--- src/rtl/uart_rx.sv ---
// Oversampling UART receiver: 8N1+ frames, LSB first, paced by an external
// oversample tick. Emits one-cycle valid / framing-error strobes per frame.
module uart_rx #(
  parameter int OVERSAMPLE = 16
) (
  input  logic       clk,
  input  logic       rst,
  input  logic       en,
  input  logic       rx_pin,
  output logic [7:0] rxdata,
  output logic       rx_valid,
  output logic       rx_frame_err,
  output logic       rx_busy
);

  localparam int CW = $clog2(OVERSAMPLE);
  localparam logic [CW-1:0] HALF_M1 = CW'(OVERSAMPLE / 2 - 1);
  localparam logic [CW-1:0] FULL_M1 = CW'(OVERSAMPLE - 1);

  typedef enum logic [2:0] {S_IDLE, S_START, S_DATA, S_STOP, S_BREAK} state_t;

  state_t          state_q, state_d;
  logic [CW-1:0]   cnt_q, cnt_d;
  logic [2:0]      bit_idx_q, bit_idx_d;
  logic [7:0]      shift_q, shift_d;
  logic [7:0]      rxdata_q, rxdata_d;
  logic            rx_valid_q, rx_valid_d;
  logic            rx_frame_err_q, rx_frame_err_d;
  logic            rx_meta_q, rx_s_q;

  // Two-flop synchronizer, idle-high so reset never looks like a start edge
  always_ff @(posedge clk) begin
    if (rst) begin
      rx_meta_q <= 1'b1;
      rx_s_q    <= 1'b1;
    end else begin
      rx_meta_q <= rx_pin;
      rx_s_q    <= rx_meta_q;
    end
  end

  always_ff @(posedge clk) begin
    if (rst) begin
      state_q        <= S_IDLE;
      cnt_q          <= '0;
      bit_idx_q      <= '0;
      shift_q        <= '0;
      rxdata_q       <= '0;
      rx_valid_q     <= 1'b0;
      rx_frame_err_q <= 1'b0;
    end else begin
      state_q        <= state_d;
      cnt_q          <= cnt_d;
      bit_idx_q      <= bit_idx_d;
      shift_q        <= shift_d;
      rxdata_q       <= rxdata_d;
      rx_valid_q     <= rx_valid_d;
      rx_frame_err_q <= rx_frame_err_d;
    end
  end

  always_comb begin
    state_d        = state_q;
    cnt_d          = cnt_q;
    bit_idx_d      = bit_idx_q;
    shift_d        = shift_q;
    rxdata_d       = rxdata_q;
    rx_valid_d     = 1'b0;
    rx_frame_err_d = 1'b0;
    if (en) begin
      unique case (state_q)
        S_IDLE: begin
          if (!rx_s_q) begin
            state_d = S_START;
            cnt_d   = '0;
          end
        end
        S_START: begin
          cnt_d = cnt_q + CW'(1);
          if (cnt_q == HALF_M1) begin
            cnt_d     = '0;
            bit_idx_d = '0;
            // A start bit that is high again at its center was noise
            state_d   = rx_s_q ? S_IDLE : S_DATA;
          end
        end
        S_DATA: begin
          cnt_d = cnt_q + CW'(1);
          if (cnt_q == FULL_M1) begin
            cnt_d     = '0;
            shift_d   = {rx_s_q, shift_q[7:1]};
            bit_idx_d = bit_idx_q + 3'd1;
            if (bit_idx_q == 3'd7) state_d = S_STOP;
          end
        end
        S_STOP: begin
          cnt_d = cnt_q + CW'(1);
          if (cnt_q == FULL_M1) begin
            cnt_d = '0;
            if (rx_s_q) begin
              rxdata_d   = shift_q;
              rx_valid_d = 1'b1;
              state_d    = S_IDLE;
            end else begin
              rx_frame_err_d = 1'b1;
              state_d        = S_BREAK;
            end
          end
        end
        S_BREAK: begin
          // Wait out a held-low line so it yields a single error
          if (rx_s_q) state_d = S_IDLE;
        end
        default: state_d = S_IDLE;
      endcase
    end
  end

  assign rxdata       = rxdata_q;
  assign rx_valid     = rx_valid_q;
  assign rx_frame_err = rx_frame_err_q;
  assign rx_busy      = (state_q != S_IDLE);

endmodule

--- config.mk ---
export PLATFORM = sky130hd
export DESIGN_NAME = uart_rx
export DESIGN_NICKNAME = d
export VERILOG_FILES = /design/src/rtl/uart_rx.sv
export SDC_FILE = /design/constraint.sdc
export NUM_CORES = 1
export LEC_CHECK = 0
export ABC_AREA = 1
export CORE_ASPECT_RATIO = 1.25
export CORE_MARGIN = 5
export CORE_UTILIZATION = 55
export DETAILED_ROUTE_END_ITERATION = 10
export PLACE_DENSITY = 0.81
export SETUP_SLACK_MARGIN = 0.2
export SLEW_MARGIN = 10
export SYNTH_ARGS = -nofsm -noshare
export SYNTH_HDL_FRONTEND = slang
export SYNTH_SLANG_ARGS = --single-unit
--- constraint.sdc ---
create_clock -name clk -period 2.06 [get_ports clk]
set_input_delay 0.412 -clock clk [delete_from_list [all_inputs] [get_ports clk]]
set_output_delay 0.412 -clock clk [all_outputs]
set_load 0.02 [all_outputs]
==> flow_metrics.env, run 1 <==
export IMPL_clk_insertion_delay_late_ps=330
export IMPL_swShare=0.344
export IMPL_p_sw_uw=467
export IMPL_wl_mm=2.52
export IMPL_finalNetCount=206
export IMPL_synthesis_instances=180
export IMPL_synthTopCellsByArea="dfxtp_1, a21oi_1, inv_1, nand2_1, o21ai_0"
export IMPL_crit_buf_inv=1
export IMPL_clock_root_buffer="clkbuf_4"
export IMPL_powerDensity_nw_per_um2=868
export IMPL_cts_clk_slew_worst_paths_ps=90
export IMPL_critPathSlowestCell="clkdlybuf4s50_1"
export IMPL_postCtsSetupRepairBufs=0
export IMPL_synth_warning_count=0
export IMPL_grt_first_pass_wirelength_mm=4.43
export IMPL_synth_seq_cells=30
export IMPL_htreeDepth=2
export IMPL_max_slew_margin=0.656
export IMPL_diodes=0
export IMPL_place_congestion=0.874
export IMPL_ant_nets=0
export IMPL_fp_dieW_microns=54.0
export IMPL_fin_crit_sh=0.825
export IMPL_die_area_sq_um=3510
export IMPL_numCtsBuffers=5
export IMPL_port_buffers=14
export IMPL_worst_ep_arrival_time_ps=1290
export IMPL_startpoint_type="flip-flop"
export IMPL_dpl_cell_area_sq_um=1500
export IMPL_path_class="reg2out"
export IMPL_cts_buffer_depth=2
export IMPL_hold_viol=0
export IMPL_drive_gt1_frac=0.140
export IMPL_crit_path_cell_trace="clkdlybuf4s50_1"
export IMPL_path_max_fanout=2
export IMPL_cap_violations=0
export IMPL_synth_ff_type="dfxtp_1"
export IMPL_drtIter0Drc=25
export IMPL_synth_top_area_cell="dfxtp_1"
export IMPL_crit_path_end_kind="primary output"
export IMPL_fin_tns_setup_ps=0
export IMPL_core_sq_um=2380
export IMPL_ir_drop_v=0.000474
export IMPL_vias=1158
export IMPL_hpwl_mm=1.88
export IMPL_hold_path_class="reg2reg"
export IMPL_async_reset_ff_frac=0
export IMPL_synth_fp_nets=187
export IMPL_fin_crit_ps=1700
export IMPL_via_per_inst=4.97
export IMPL_fin_skew_ps=13.0
export IMPL_power_frac_comb=0.261
export IMPL_dr_pass1_iters=2
export IMPL_area_growth_pct=17.5
export IMPL_path_depth=1
export IMPL_grt_overflow_total=0
export IMPL_wire_per_inst_microns=10.8
export IMPL_power_leakage_uw=0.000601
export IMPL_grt_max_degree=21
export IMPL_rsz0062_at_grt="no"
export IMPL_synth_edf_count=0
export IMPL_seq_power_share=0.470
export IMPL_internal_power_uw=891
export IMPL_cts_tree="done"
export IMPL_synth_top_area_frac=0.451
export IMPL_fin_area_sq_um=1570
export IMPL_ios=15
export IMPL_route_detailed_drc=0
export IMPL_rows=20
export IMPL_drv_slew=0
export IMPL_fmax_ghz=0.588
export IMPL_dieHeight_microns=65.0
export IMPL_setup_viol=0
export IMPL_cts_sinks=30
export IMPL_start_util=0.561
export IMPL_crit_family="buffers and inverters"
export IMPL_synth_seq_area_share=0.451
export IMPL_antenna_found_initial=0
export IMPL_r2r_cells=6
export IMPL_grt_pass1_vias=1124
export IMPL_p_clk_frac=0.269
export IMPL_hold_depth=1
export IMPL_syn_cell_area_sq_um=1330
export IMPL_worst_pin_slew_ps=515
export IMPL_worstPathRequired_ps=1650
export IMPL_status="finished clean"
export IMPL_yosysUniqueCellTypes=22
export IMPL_grt_usage=0.170
export IMPL_cp_slowest_stage_delay_ps=610
export IMPL_syn_avg_cell_area_sq_um=7.40
-- layout by cell type (no fill, tap or decap), types with 5 or more instances in the layout --
cell type	count
o21ai_0	15
clkdlybuf4s50_1	13
nor2_1	16
nand2_1	27
nor2_2	5
a21oi_1	24
clkbuf_4	5
dfxtp_1	29
nand3_1	10
inv_1	27
-- Yosys cell counts, types with 3 or more instances --
| cell type | count |
|---|---|
| nor2_2 | 5 |
| o21ai_1 | 3 |
| inv_1 | 27 |
| o21ai_0 | 15 |
| ha_1 | 3 |
| nand3_1 | 10 |
| nand2_2 | 3 |
| or2_2 | 3 |
| dfxtp_1 | 30 |
| nand2_1 | 27 |
| a21oi_1 | 24 |
| nor2_1 | 16 |
-- through the flow --
stage                     std cells  hold WS, ps  total power, uW  setup WS, ps  utilization
after floorplan                 180          389              902           719            -
after global placement          225          394             1000           343        0.632
after detailed placement        225          394             1010           299        0.632
after CTS                       233          430             1370           338        0.658
after global routing            233          441             1470           210        0.658
final                           233          426             1360           360        0.658
-- sequential cells by signal (all words and copies together), names as in the netlist --
register	flops
shift_q	8
rx_s_q	1
rxdata	8
cnt_q	4
rx_meta_q	1
bit_idx_q	3
rx_frame_err	1
rx_valid	1
state_q	3
-- worst register-to-register path: cells and delay by family (launching register included) --
kind            cells  cell delay (ps)
simple gates        3              560
compound gates      2              330
flops               1              410
fa+ha+maj           1              230
-- cell type report --
| class | count | area (sq um) |
|---|---|---|
| multi-input cells | 117 | 592 |
| repair buffers | 17 | 161 |
| clock inverters | 2 | 12.5 |
| flip-flops and latches | 30 | 602 |
| fillers | 213 | 812 |
| well taps | 33 | 41.3 |
| inverters | 28 | 105 |
| clock buffers | 6 | 51.3 |
-- power groups by stage --
stage                     Clock (uW)  Combinational [uW]  Sequential [uW]
after CTS                        375                 356              638
after floorplan                    0                 260              642
after global routing             418                 403              645
final                            365                 354              639
after global placement             0                 352              648
after detailed placement           0                 364              649
-- path summary, 6_finish.rpt --
| kind | startpoint | endpoint | slack, ps |
|---|---|---|---|
| worst min-delay path | rx_meta_q | rx_s_q | 430 |
| worst max register to register | cnt_q[0] | rxdata[4] | 400 |
| worst max-delay path | rxdata[7] | rxdata[7] | 360 |
| worst min register to register | rx_meta_q | rx_s_q | 430 |
-- metal layers --
metal | vias up | wire length [microns] | GRT usage
met3 | 6 | 92 | 0.0552
met2 | 12 | 1250 | 0.286
met1 | 528 | 1120 | 0.185
met5 | - | 0 | 0
met4 | 0 | 51 | 0.0810
li1 | 612 | - | -
-- cell families (layout without fill, tap and decap cells) --
family | count (synthesis) | count (layout) | share of synthesized area
fa+ha+maj | 3 | 3 | 0.0282
buf+inv | 33 | 53 | 0.105
compound gates | 43 | 43 | 0.164
simple gates | 71 | 71 | 0.252
flops | 30 | 30 | 0.451
-- timing repair --
action                                  CTS  global route
hold buffers                              0             0
endpoints found under the setup margin    1             0
gates resized for setup                   2             0
No activity file was read; power rests on OpenSTA's default activity.
==> inputs of run 2 (changes only) <==
CORE_UTILIZATION = 49   (was 55)
PLACE_DENSITY = 0.77   (was 0.81)
clock period = 1.5 ns   (was 2.06 ns; I/O delays follow)
==> run 2 against run 1 <==
  * First-iteration DRC count increased by 32%
  * Clock power up 85%
  * Total power is 66% higher
  * Worst hold slack got worse by 7.1 ps
  * Routed wire length grew 36%
  * Critical path depth rose by 5
  * Flip-flop and latch count unchanged
  * Count of clock-buffer cells in the layout unchanged
  * Critical path type is now reg2reg
  * Critical endpoint is now rxdata[3]
==> flow_metrics.env, run 2 (synthesis gave the netlist of run 1 again) <==
export IMPL_port_buffers=14
export IMPL_critPathSlowestCell="dfxtp_4"
export IMPL_antenna_found_initial=0
export IMPL_cts_sinks=30
export IMPL_worst_pin_slew_ps=308
export IMPL_cap_violations=0
export IMPL_wire_per_inst_microns=14.0
export IMPL_fillers=198
export IMPL_cts_tree="done"
export IMPL_hold_path_class="reg2reg"
export IMPL_area_growth_pct=40.4
export IMPL_path_max_fanout=6
export IMPL_numCtsBuffers=5
export IMPL_p_total_uw=2250
export IMPL_hold_ws_ps=419
export IMPL_worst_ep_arrival_time_ps=1640
export IMPL_via_per_inst=5.27
export IMPL_dieHeight_microns=68.3
export IMPL_powerDensity_nw_per_um2=1200
export IMPL_path_class="reg2reg"
export IMPL_ir_drop_v=0.000973
export IMPL_start_util=0.502
export IMPL_crit_path_cell_trace="ha_4 -> nand3_4 -> nor2_4 -> nand3_4 -> buf_6 -> a21oi_2"
export IMPL_finalNetCount=218
export IMPL_vias=1291
export IMPL_final_common_cell="inv_1"
export IMPL_setup_viol=0
export IMPL_clk_insertion_delay_late_ps=340
export IMPL_max_slew_margin=0.793
export IMPL_multi_input_area_sq_um=818
export IMPL_cts_clk_slew_worst_paths_ps=110
export IMPL_grt_max_degree=17
export IMPL_wl_mm=3.42
export IMPL_diodes=0
export IMPL_clock_root_buffer="clkbuf_4"
export IMPL_grt_overflow_total=0
export IMPL_fp_dieW_microns=56.6
export IMPL_fin_crit_sh=0.910
export IMPL_startpoint_type="flip-flop"
export IMPL_fin_crit_ps=1360
export IMPL_grt_usage=0.195
export IMPL_crit_path_end_kind="flip-flop"
export IMPL_pre_cts_ws_ps=-134
export IMPL_ios=15
export IMPL_drtIter0Drc=33
export IMPL_grt_pass1_vias=1290
export IMPL_die_area_sq_um=3870
export IMPL_core_sq_um=2650
export IMPL_rrSetupSlack_ps=140
export IMPL_ant_nets=0
export IMPL_dr_pass1_iters=4
export IMPL_post_route_util=0.705
export IMPL_place_congestion=0.863
export IMPL_fmax_ghz=0.733
export IMPL_rows=21
export IMPL_hold_viol=0
export IMPL_status="finished clean"
export IMPL_cp_slowest_stage_delay_ps=370
export IMPL_drive_gt1_frac=0.431
export IMPL_crit_top_cell="nand3_4"
export IMPL_layout_common_cells="inv_1, nand2_1, dfxtp_1, a21oi_1, nor2_1"
export IMPL_grt_first_pass_wirelength_mm=5.78
export IMPL_cts_buffer_depth=2
export IMPL_rsz0062_at_grt="yes"
export IMPL_power_leakage_uw=0.000710
export IMPL_fin_skew_ps=16.9
export IMPL_hpwl_mm=2.09
export IMPL_drv_slew=0
export IMPL_fin_ws_ps=135
export IMPL_worstPathRequired_ps=1770
export IMPL_seqCellArea_sq_um=623
export IMPL_htreeDepth=2
export IMPL_route_detailed_drc=0
run 2: changes by cell type in the layout (fill, tap and decap cells not counted), moves of 9 or more:
cell             previous run  this run
o21ai_0                    15         1
clkdlybuf4s50_1            13         2
a21oi_1                    24        15
a21oi_2                     0         9
clkbuf_2                    0         9
dfxtp_1                    29        20
run 2: path summary, 6_finish.rpt:
check / depth (start not counted) / end / startpoint
worst max-delay path: 6 / rxdata[3] / cnt_q[0]
worst max register to register: 6 / rxdata[3] / cnt_q[0]
worst min-delay path: 1 / rx_s_q / rx_meta_q
worst min register to register: 1 / rx_s_q / rx_meta_q
run 2: metal layers:
metal	wire length, microns	global-route usage	up-vias
li1	-	-	644
met2	1850	0.373	44
met3	153	0.0547	12
met4	99	0.0772	0
met5	0	0	-
met1	1320	0.200	591
run 2: worst max-delay path, delay by kind of cell, from the launching register on:
kind	cells	cell delay [ps]
compound gates	1	100
fa+ha+maj	1	150
buf+inv	1	170
flops	1	370
simple gates	3	490
run 2: what timing repair did:
action,in CTS,in global routing
hold buffers,0,0
buffers inserted,4,1
pin swaps,21,10
endpoints found under the setup margin,35,39
resized for setup,80,37
cloned,2,0
run 2: area by class of cell:
class / count / area share
inverter: 28 / 0.0562
tap: 34 / 0.0227
clock inverter: 1 / 0.0161
sequential: 30 / 0.333
timing repair buffer: 27 / 0.107
clock buffer: 6 / 0.0274
multi-input combinational: 119 / 0.437
run 2: through the flow:
| stage | setup TNS (ps) | area [sq um] | instances |
|---|---|---|---|
| final | 0 | 1870 | 245 |
| after global routing | 0 | 1870 | 245 |
| after CTS | 0 | 1840 | 244 |
| after detailed placement | -845 | 1550 | 231 |
| after global placement | -258 | 1550 | 231 |
| after floorplan | 0 | 1340 | 180 |
run 2: report_power, final:
group | internal (uW) | total [uW] | switching, uW
logic | 270 | 678 | 408
clock network | 388 | 677 | 289
registers | 838 | 896 | 58.4
total | 1500 | 2250 | 755
==> inputs of run 3 (changes only) <==
GPL_TIMING_DRIVEN = 0   (was unset)
==> run 3 against run 2 <==
  * Clock skew shrank 6.4 ps
  * Largest cell class unchanged
  * Sequential power grew 2%
  * Fmax shrank 2.3%
  * Critical endpoint is now rx_busy
  * Cell area grew 1.7%
  * Non-clock buffer count grew 4
  * Via count grew 4.6%
  * Cell count grew 1.6%
  * Critical path depth shrank 3
  * Die area is the same
==> flow_metrics.env, run 3 (synthesis gave the netlist of run 1 again) <==
export IMPL_path_class="reg2out"
export IMPL_vias=1351
export IMPL_numCtsBuffers=5
export IMPL_start_util=0.502
export IMPL_hold_viol=0
export IMPL_diodes=0
export IMPL_wire_per_inst_microns=13.9
export IMPL_seqCellArea_sq_um=618
export IMPL_multi_input_area_sq_um=788
export IMPL_grt_first_pass_wirelength_mm=5.67
export IMPL_clock_root_buffer="clkbuf_4"
export IMPL_route_detailed_drc=0
export IMPL_rrSetupSlack_ps=120
export IMPL_final_common_cell="inv_1"
export IMPL_ctsHoldBuffers=0
export IMPL_r2r_cells=7
export IMPL_port_buffers=13
export IMPL_cts_tree="done"
export IMPL_crit_family="flip-flops"
export IMPL_worst_ep_arrival_time_ps=1100
export IMPL_layout_common_cells="inv_1, nand2_1, dfxtp_1, a21oi_1, nor2_1"
export IMPL_fin_crit_sh=0.932
export IMPL_cp_slowest_stage_delay_ps=390
export IMPL_min_to="rx_valid"
export IMPL_grt_max_degree=11
export IMPL_area_growth_pct=42.7
export IMPL_power_leakage_uw=0.000747
export IMPL_cts_clk_slew_worst_paths_ps=100
export IMPL_fin_tns_setup_ps=0
export IMPL_grt_overflow_total=0
export IMPL_drive_gt1_frac=0.386
export IMPL_r2r_end="rxdata[6]"
export IMPL_dr_pass1_iters=4
export IMPL_setup_viol=0
export IMPL_antenna_found_initial=0
export IMPL_hold_ws_ps=342
export IMPL_reg2reg_from="cnt_q[1]"
export IMPL_fin_skew_ps=10.5
export IMPL_hold_depth=2
export IMPL_crit_path_end_kind="primary output"
export IMPL_die_area_sq_um=3870
export IMPL_min_from="rst"
export IMPL_cts_buffer_depth=2
export IMPL_clk_insertion_delay_late_ps=340
export IMPL_core_sq_um=2650
export IMPL_wl_mm=3.47
export IMPL_hpwl_mm=2.02
export IMPL_rows=21
export IMPL_worstPathRequired_ps=1200
export IMPL_final_cells=249
export IMPL_grt_usage=0.194
export IMPL_drv_slew=0
export IMPL_ir_drop_v=0.00110
export IMPL_crit_buf_inv=1
export IMPL_fmax_ghz=0.716
export IMPL_critPathSlowestCell="dfxtp_4"
export IMPL_fillers=186
export IMPL_ios=15
export IMPL_hold_path_class="in2reg"
export IMPL_drtIter0Drc=48
export IMPL_place_congestion=0.784
export IMPL_htreeDepth=2
export IMPL_crit_path_cell_trace="nor2_4 -> nand2_1 -> buf_6"
export IMPL_path_max_fanout=5
export IMPL_via_per_inst=5.43
export IMPL_fin_crit_ps=1400
export IMPL_max_slew_margin=0.707
export IMPL_grt_pass1_vias=1347
export IMPL_ant_nets=0
export IMPL_fp_dieW_microns=56.6
export IMPL_rsz0062_at_grt="yes"
export IMPL_finalNetCount=221
export IMPL_powerDensity_nw_per_um2=1270
export IMPL_dieHeight_microns=68.3
export IMPL_p_total_uw=2420
export IMPL_worst_pin_slew_ps=439
export IMPL_cap_violations=0
export IMPL_status="finished clean"
export IMPL_place_inst=227
export IMPL_startpoint_type="flip-flop"
export IMPL_cts_sinks=30
[run 3: worst register-to-register path: stages (launching register included)]
cell and delay [ps]:
dfxtp_4 370, ha_4 160, nand3_4 120, nor2_4 180
nand3_4 130, buf_6 180, o21ai_2 100, a21oi_1 40
[run 3: layer usage]
metal,share of wire,wire [microns],GRT usage,vias to the layer above
met3,0.042,146,0.0660,11
met5,0,0,0,-
met2,0.54,1880,0.351,35
li1,-,-,-,657
met1,0.39,1360,0.190,648
met4,0.027,92,0.128,0
[run 3: power breakdown]
part | leakage [uW] | internal, uW | switching (uW) | total, uW
logic | 0.000443 | 260 | 390 | 650
registers | 0.000246 | 839 | 73.6 | 912
clock network | 0.0000585 | 564 | 295 | 860
[run 3: final cells by class]
type / instances / area share
Buffer: 5 / 0.0184
Clock buffer: 6 / 0.0270
Clock inverter: 2 / 0.0316
Inverter: 28 / 0.0553
Multi-Input combinational cell: 118 / 0.414
Sequential cell: 30 / 0.325
Tap cell: 34 / 0.0224
Timing Repair Buffer: 26 / 0.106
[run 3: metrics by stage]
stage	utilization	area [sq um]	worst slack, ps
after floorplan	-	1340	217
after global placement	0.569	1510	-137
after detailed placement	0.569	1510	-165
after CTS	0.685	1820	103
after global routing	0.717	1900	51.4
final	0.717	1900	103
[run 3: worst max path at each step]
stage,from,end,slack (ps),cells past startpoint
detailed placement,en,cnt_q[3],-170,5
finish,state_q[1],rx_busy,100,3
CTS,state_q[0],rx_busy,100,3
global placement,en,cnt_q[1],-140,5
global route,state_q[1],rx_busy,50,3
floorplan,cnt_q[0],rxdata[6],220,7
[run 3: what timing repair did]
action,CTS,global route
pin swaps,13,5
cloned,1,2
setup endpoints to repair,37,38
resized for setup,64,31
buffers inserted,7,4
